==> src/rtl/act_ctrl_pkg.sv <==
// act_ctrl_pkg: shared types and default constants for the actuator decision block.
package act_ctrl_pkg;

    // Per-axis hysteresis state; LOW_ACT/HIGH_ACT map to HEAT/COOL or HUM/DEHUM.
    typedef enum logic [1:0] {
        AXIS_IDLE     = 2'd0,
        AXIS_LOW_ACT  = 2'd1,
        AXIS_HIGH_ACT = 2'd2
    } axis_state_e;

    localparam int ACT_DATA_W        = 8;
    localparam int ACT_HYST_DEF      = 2;
    localparam int ACT_MIN_DWELL_DEF = 16;

endpackage

==> src/rtl/act_axis_fsm.sv <==
// act_axis_fsm: one hysteresis axis (IDLE / LOW_ACT / HIGH_ACT) with threshold
// comparators and an optional minimum-dwell counter.
// Optional feature: define ACT_MIN_DWELL_EN to build the dwell counter; without it
// an active state may be left on the first sample after entry.
module act_axis_fsm
    import act_ctrl_pkg::*;
#(
    parameter int DATA_W     = ACT_DATA_W,
    parameter bit SIGNED_CMP = 1'b0,
    parameter int HYST       = ACT_HYST_DEF,
    parameter int MIN_DWELL  = ACT_MIN_DWELL_DEF
) (
    input  logic              pclk,
    input  logic              presetn,
    input  logic              ctrl_en,
    input  logic              sample_valid,
    input  logic [DATA_W-1:0] data,
    input  logic [DATA_W-1:0] low,
    input  logic [DATA_W-1:0] high,
    output logic              cfg_bad,
    output logic              low_act,
    output logic              high_act
);

    // Thresholds +/- HYST are formed one bit wider so the exit levels never wrap.
    logic lt_low;
    logic gt_high;
    logic exit_low;
    logic exit_high;
    logic dwell_done;

    generate
        if (SIGNED_CMP) begin : g_signed
            localparam logic signed [DATA_W:0] HYST_S = (DATA_W+1)'(HYST);
            logic signed [DATA_W:0] d_s;
            logic signed [DATA_W:0] lo_s;
            logic signed [DATA_W:0] hi_s;
            assign d_s       = {data[DATA_W-1], data};
            assign lo_s      = {low[DATA_W-1], low};
            assign hi_s      = {high[DATA_W-1], high};
            assign lt_low    = (d_s < lo_s);
            assign gt_high   = (d_s > hi_s);
            assign exit_low  = (d_s >= (lo_s + HYST_S));
            assign exit_high = (d_s <= (hi_s - HYST_S));
            assign cfg_bad   = (lo_s >= hi_s);
        end else begin : g_unsigned
            localparam logic [DATA_W:0] HYST_U = (DATA_W+1)'(HYST);
            logic [DATA_W:0] d_u;
            logic [DATA_W:0] lo_u;
            logic [DATA_W:0] hi_u;
            assign d_u       = {1'b0, data};
            assign lo_u      = {1'b0, low};
            assign hi_u      = {1'b0, high};
            assign lt_low    = (d_u < lo_u);
            assign gt_high   = (d_u > hi_u);
            assign exit_low  = (d_u >= (lo_u + HYST_U));
            // data <= high - HYST rewritten as data + HYST <= high: no unsigned underflow
            assign exit_high = ((d_u + HYST_U) <= hi_u);
            assign cfg_bad   = (lo_u >= hi_u);
        end
    endgenerate

    axis_state_e state_p1;
    axis_state_e state_nxt;

`ifdef ACT_MIN_DWELL_EN
    localparam int DW_W = (MIN_DWELL > 1) ? $clog2(MIN_DWELL) : 1;
    logic [DW_W-1:0] dwell_p1;

    assign dwell_done = (dwell_p1 == '0);

    // Dwell counter: reload on entry to an active state, then count down to zero.
    always_ff @(posedge pclk or negedge presetn) begin
        if (!presetn) begin
            dwell_p1 <= '0;
        end else if ((state_p1 == AXIS_IDLE) && (state_nxt != AXIS_IDLE)) begin
            dwell_p1 <= DW_W'(MIN_DWELL - 1);
        end else if (dwell_p1 != '0) begin
            dwell_p1 <= dwell_p1 - 1'b1;
        end
    end
`else
    // No dwell constraint; MIN_DWELL stays referenced so both builds share one parameter list.
    assign dwell_done = 1'b1 | (MIN_DWELL < 0);
`endif

    // Next state: disable and bad thresholds force IDLE; otherwise only a valid sample moves the axis.
    always_comb begin
        state_nxt = state_p1;
        if (!ctrl_en || cfg_bad) begin
            state_nxt = AXIS_IDLE;
        end else if (sample_valid) begin
            case (state_p1)
                AXIS_IDLE: begin
                    if (lt_low) begin
                        state_nxt = AXIS_LOW_ACT;
                    end else if (gt_high) begin
                        state_nxt = AXIS_HIGH_ACT;
                    end
                end
                AXIS_LOW_ACT: begin
                    if (exit_low && dwell_done) begin
                        state_nxt = AXIS_IDLE;
                    end
                end
                AXIS_HIGH_ACT: begin
                    if (exit_high && dwell_done) begin
                        state_nxt = AXIS_IDLE;
                    end
                end
                default: state_nxt = AXIS_IDLE;
            endcase
        end
    end

    // State register plus registered enables decoded from the next state.
    always_ff @(posedge pclk or negedge presetn) begin
        if (!presetn) begin
            state_p1 <= AXIS_IDLE;
            low_act  <= 1'b0;
            high_act <= 1'b0;
        end else begin
            state_p1 <= state_nxt;
            low_act  <= (state_nxt == AXIS_LOW_ACT);
            high_act <= (state_nxt == AXIS_HIGH_ACT);
        end
    end

endmodule

==> src/rtl/act_ctrl.sv <==
// act_ctrl: actuator decision block with independent temperature (signed) and
// humidity (unsigned) hysteresis axes plus a registered threshold-error flag.
// Optional feature: ACT_MIN_DWELL_EN enables per-axis minimum dwell in active states.
module act_ctrl
    import act_ctrl_pkg::*;
#(
    parameter int HYST      = ACT_HYST_DEF,
    parameter int MIN_DWELL = ACT_MIN_DWELL_DEF
) (
    input  logic                  pclk,
    input  logic                  presetn,
    input  logic                  ctrl_en,
    input  logic                  sample_valid,
    input  logic [ACT_DATA_W-1:0] temp_data,
    input  logic [ACT_DATA_W-1:0] hum_data,
    input  logic [ACT_DATA_W-1:0] temp_low,
    input  logic [ACT_DATA_W-1:0] temp_high,
    input  logic [ACT_DATA_W-1:0] hum_low,
    input  logic [ACT_DATA_W-1:0] hum_high,
    output logic                  heater_en,
    output logic                  fan_en,
    output logic                  humidifier_en,
    output logic                  dehumidifier_en,
    output logic                  cfg_err
);

    logic temp_cfg_bad;
    logic hum_cfg_bad;

    act_axis_fsm #(
        .DATA_W     (ACT_DATA_W),
        .SIGNED_CMP (1'b1),
        .HYST       (HYST),
        .MIN_DWELL  (MIN_DWELL)
    ) u_temp_axis (
        .pclk         (pclk),
        .presetn      (presetn),
        .ctrl_en      (ctrl_en),
        .sample_valid (sample_valid),
        .data         (temp_data),
        .low          (temp_low),
        .high         (temp_high),
        .cfg_bad      (temp_cfg_bad),
        .low_act      (heater_en),
        .high_act     (fan_en)
    );

    act_axis_fsm #(
        .DATA_W     (ACT_DATA_W),
        .SIGNED_CMP (1'b0),
        .HYST       (HYST),
        .MIN_DWELL  (MIN_DWELL)
    ) u_hum_axis (
        .pclk         (pclk),
        .presetn      (presetn),
        .ctrl_en      (ctrl_en),
        .sample_valid (sample_valid),
        .data         (hum_data),
        .low          (hum_low),
        .high         (hum_high),
        .cfg_bad      (hum_cfg_bad),
        .low_act      (humidifier_en),
        .high_act     (dehumidifier_en)
    );

    // Threshold error flag, one cycle behind the threshold inputs.
    always_ff @(posedge pclk or negedge presetn) begin
        if (!presetn) begin
            cfg_err <= 1'b0;
        end else begin
            cfg_err <= temp_cfg_bad | hum_cfg_bad;
        end
    end

endmodule

==> config.mk <==
export PLATFORM = sky130hd
export DESIGN_NAME = act_ctrl
export DESIGN_NICKNAME = d
export VERILOG_FILES = /design/src/rtl/act_ctrl_pkg.sv /design/src/rtl/act_axis_fsm.sv /design/src/rtl/act_ctrl.sv
export SDC_FILE = /design/constraint.sdc
export NUM_CORES = 1
export LEC_CHECK = 0
export BUFFER_PORTS_ARGS = -buffer_cell sky130_fd_sc_hd__buf_2
export CORE_UTILIZATION = 51
export CTS_CLUSTER_SIZE = 40
export DETAILED_ROUTE_END_ITERATION = 10
export PLACE_DENSITY_LB_ADDON = 0.1
export SETUP_SLACK_MARGIN = 0.2
export SLEW_MARGIN = 20
export SYNTH_ARGS = -nofsm -noshare
export SYNTH_HDL_FRONTEND = slang
export SYNTH_SLANG_ARGS = --single-unit
export TNS_END_PERCENT = 1
==> constraint.sdc <==
create_clock -name pclk -period 1.3 [get_ports pclk]
set_input_delay 0.13 -clock pclk [delete_from_list [all_inputs] [get_ports pclk]]
set_output_delay 0.13 -clock pclk [all_outputs]
set_load 0.03 [all_outputs]
==> flow_summary.json <==
{
  "antenna-diode-count": 0,
  "area_growth_syn_to_layout_pct": 59.4,
  "ys_seq_area_share_pct": 8.78,
  "cell_internal_pwr_mw": 1.21,
  "clkPwrFrac_pct": 15.7,
  "synth_largest_area_cell": "ha_1",
  "via_count": 3021,
  "drtIter0Drc": 91,
  "final_min_period_over_clock_period_pct": 151,
  "nets": 596,
  "syn-cell-area_um2": 2570,
  "hold_path_class": "in -> reg",
  "power_per_cell_area_nw_per_um2": 500,
  "vert_die_dim_um": 72.9,
  "cts_root_buf": "clkbuf_8",
  "async_reset_ff_share_pct": 100,
  "critical_path.reg2reg.startpoint": "u_hum_axis.state_p1[1]$_DFF_PN0_",
  "leakagePower_nw": 2.04,
  "clk_pin_slew_worst_paths_ns": 0.04,
  "worst_tran_pin_value_ns": 0.335,
  "r2r.worst_path.cells": 5,
  "report.final.slew_viol_count": 0,
  "post-synth-top-count-cell": "ha_1",
  "ff_to_ff_setup_slack_ns": -0.19,
  "htree_levels": 1,
  "weighted_congestion_at_the_end_of_routability_driven_global_placement": 0.930,
  "cts_tree": "yes",
  "syn_avg_cell_area_um2": 7.99,
  "min-delay-start": "ctrl_en",
  "violated_checks": "negative setup slack",
  "dp.cells": 518,
  "groute.usage.overall_pct": 31.8,
  "die_ar_um2": 5320,
  "insertion_delay_ns": 0.23,
  "layoutNonFillerInstCount": 528,
  "grt_pass1_wl_um": 13000,
  "rsz0062_at_grt": "true",
  "pin_count_of_the_biggest_net_entering_global_routing": 12,
  "firstDrtPassIters": 4,
  "drive_gt1_share_pct": 44.0,
  "share_comb_of_total_power_pct": 68.9,
  "relSlewSlack_pct": 77.5,
  "start_util_pct": 53.6,
  "ys_top_cells_by_area": "ha_1, dfrtp_1, inv_1, xnor2_1, nand3_1",
  "multi_input_comb_area_um2": 2610,
  "port_buffers": 56,
  "worst_r2r_endpoint": "u_hum_axis.high_act$_DFF_PN0_",
  "yosys_reg_bits": 9,
  "critical_path.max_fanout": 4,
  "numCtsBuffers": 3,
  "post-dp-hpwl_um": 6250,
  "design_area_um2": 4090,
  "global_route.overflow_total": 0,
  "register_area_um2": 225,
  "number_of_antenna_violations_at_the_first_check_in_global_routing": 0,
  "min_period_ns": 1.96,
  "placementRows": 25,
  "core_region_area_um2": 4790,
  "hold_slack_ns": 0.271,
  "path_class": "in -> reg",
  "post-synth-top-area-fraction_pct": 40.0,
  "layout.filler_cells": 282,
  "power.share.sequential_pct": 15.3,
  "detail_route.wl_per_cell_um": 16.7,
  "chip_width_um": 72.9,
  "drt-total-wl_um": 8820,
  "syn-num-nets": 455,
  "hold_violations": 0,
  "yosysUniqueCellTypes": 47,
  "vias_per_cell": 5.72,
  "leading_register_cell_type_out_of_synthesis": "dfrtp_1",
  "outcome": "finished, violations left",
  "ys_warn_count": 0,
  "max_ir_drop_vdd_uv": 742,
  "post_detailed_route_drc_marker_count": 0,
  "hold_depth": 3,
  "switching_share_pct": 40.9,
  "finClkSkew_ns": 0.0000952,
  "number_of_flops_mapped_to_enable_cells_by_yosys": 0,
  "max_cap_violations": 0,
  "route.antenna.remaining_nets": 0,
  "via_count_of_the_first_global_routing_pass": 2995,
  "number_of_instances_in_the_synthesized_netlist": 321,
  "setup_viol_count_final": 9,
  "worst_ep_arrival_time_ns": 2.06,
  "holdPathEnd": "u_hum_axis.state_p1[1]$_DFF_PN0_",
  "timing.critical_path.required_ns": 1.40,
  "clock_tree.buffer_depth": 2,
  "fmax_mhz": 510,
  "ioPinCount": 57,
  "worst_setup_path_end_kind": "flip-flop",
  "clock_sinks": 9,
  "pre_cts_ws_ns": -1.01,
  "placed_cell_area_um2": 3520,
  "fin_ws_ns": -0.662,
  "worstSetupStartpointType": "input port",
  "synth.cells.most_frequent": "ha_1, inv_1, nand3_1",
  "power.switching_mw": 0.837
}
==> layout make-up <==
class	count	area share [%]
timing repair buffer	137	23.6
clock buffer	4	1.10
multi-input combinational	269	63.8
sequential	9	5.50
tap	67	2.05
inverter	42	3.91
==> routing by layer <==
metal	wire length, um	GRT usage (%)
met1	3200	32.3
met2	4830	64.6
met3	357	3.45
met4	429	13.1
met5	0	0
==> critical path, cell delays in order <==
cell       delay [ns]
buf_6            0.10
and3_4           0.19
nand3_4          0.09
xnor2_2          0.14
ha_1             0.31
nand3_2          0.11
buf_4            0.14
o31ai_1          0.33
o22ai_2          0.16
a31oi_4          0.23
a2111oi_4        0.11
==> cell families after synthesis <==
| logic type | synth area share (%) |
|---|---|
| AND/OR/NAND/NOR | 19.8 |
| adder cells (fa/ha/maj) | 40.0 |
| AO/OA/AOI/OAI | 17.9 |
| buffers and inverters | 6.34 |
| XOR/XNOR | 6.83 |
| flip-flops | 8.78 |
| multiplexers | 0.390 |
==> power by group through the flow <==
| stage | Sequential, mW | Clock (mW) | Combinational [mW] |
|---|---|---|---|
| after detailed placement | 0.315 | 0 | 1.12 |
| after floorplan | 0.338 | 0 | 0.581 |
| after CTS | 0.311 | 0.324 | 1.24 |
| after global routing | 0.316 | 0.339 | 1.55 |
| after global placement | 0.315 | 0 | 1.08 |
| final | 0.314 | 0.321 | 1.41 |
==> state kept, by name (all words and copies together) (netlist names) <==
signal and cells:
u_hum_axis.state_p1 2, u_hum_axis.high_act 1, u_hum_axis.low_act 1, cfg_err 1, u_temp_axis.low_act 1, u_temp_axis.high_act 1, u_temp_axis.state_p1 2
==> repair_timing <==
| action | in CTS | in global routing |
|---|---|---|
| gates resized for setup | 55 | 44 |
| endpoints found under the setup margin | 9 | 9 |
| setup buffers | 5 | 0 |
| pin swaps | 31 | 24 |
| hold endpoints to repair | 9 | 0 |
| gates cloned | 0 | 0 |
| hold buffers | 1 | 0 |
==> worst max-delay path by stage <==
stage	cells past startpoint	endpoint	slack, ns	startpoint
4_1_cts	11	u_hum_axis.high_act$_DFF_PN0_	-0.62	hum_data[1]
3_3_place_gp	12	u_hum_axis.high_act$_DFF_PN0_	-0.91	hum_data[1]
2_1_floorplan	8	u_temp_axis.high_act$_DFF_PN0_	-0.63	temp_low[7]
5_1_grt	11	u_temp_axis.high_act$_DFF_PN0_	-0.73	temp_high[3]
3_5_place_dp	12	u_hum_axis.high_act$_DFF_PN0_	-1.01	hum_data[1]
6_report	11	u_hum_axis.high_act$_DFF_PN0_	-0.66	hum_data[2]
==> metrics by stage <==
| step | setup TNS [ns] | power (mW) | util, % |
|---|---|---|---|
| 2_1_floorplan | -4.42 | 0.919 | - |
| 3_3_place_gp | -7.13 | 1.40 | 73.6 |
| 3_5_place_dp | -7.75 | 1.43 | 73.6 |
| 4_1_cts | -4.55 | 1.87 | 80.3 |
| 5_1_grt | -5.41 | 2.20 | 85.5 |
| 6_report | -4.68 | 2.04 | 85.5 |
==> placed cells by master, fill, tap and decap left out, types with 3 or more instances in the layout <==
cell       netlist  final
nand3_4          0      4
inv_2            0      6
ha_1            82     73
nand3_2          0      3
xnor2_2          0      4
nor2_1          20     15
xnor2_1         18     14
inv_1           42     35
nor2_2           0      4
a2111oi_4        0      4
nand3_1         25     18
a21o_1           3      3
nand2_2          0      4
ha_4             0      7
buf_6            0     10
a21oi_1         24     20
nand2_1         14     10
buf_2            1     44
nand4_1          6      6
o21ai_0         11      9
o211ai_1         4      4
a21oi_2          0      4
dfrtp_1          9      9
nand2b_1         6      6
buf_4            0     80
clkbuf_8         0      3
nor2b_1          6      6
Power figures use the tool's default switching activity.
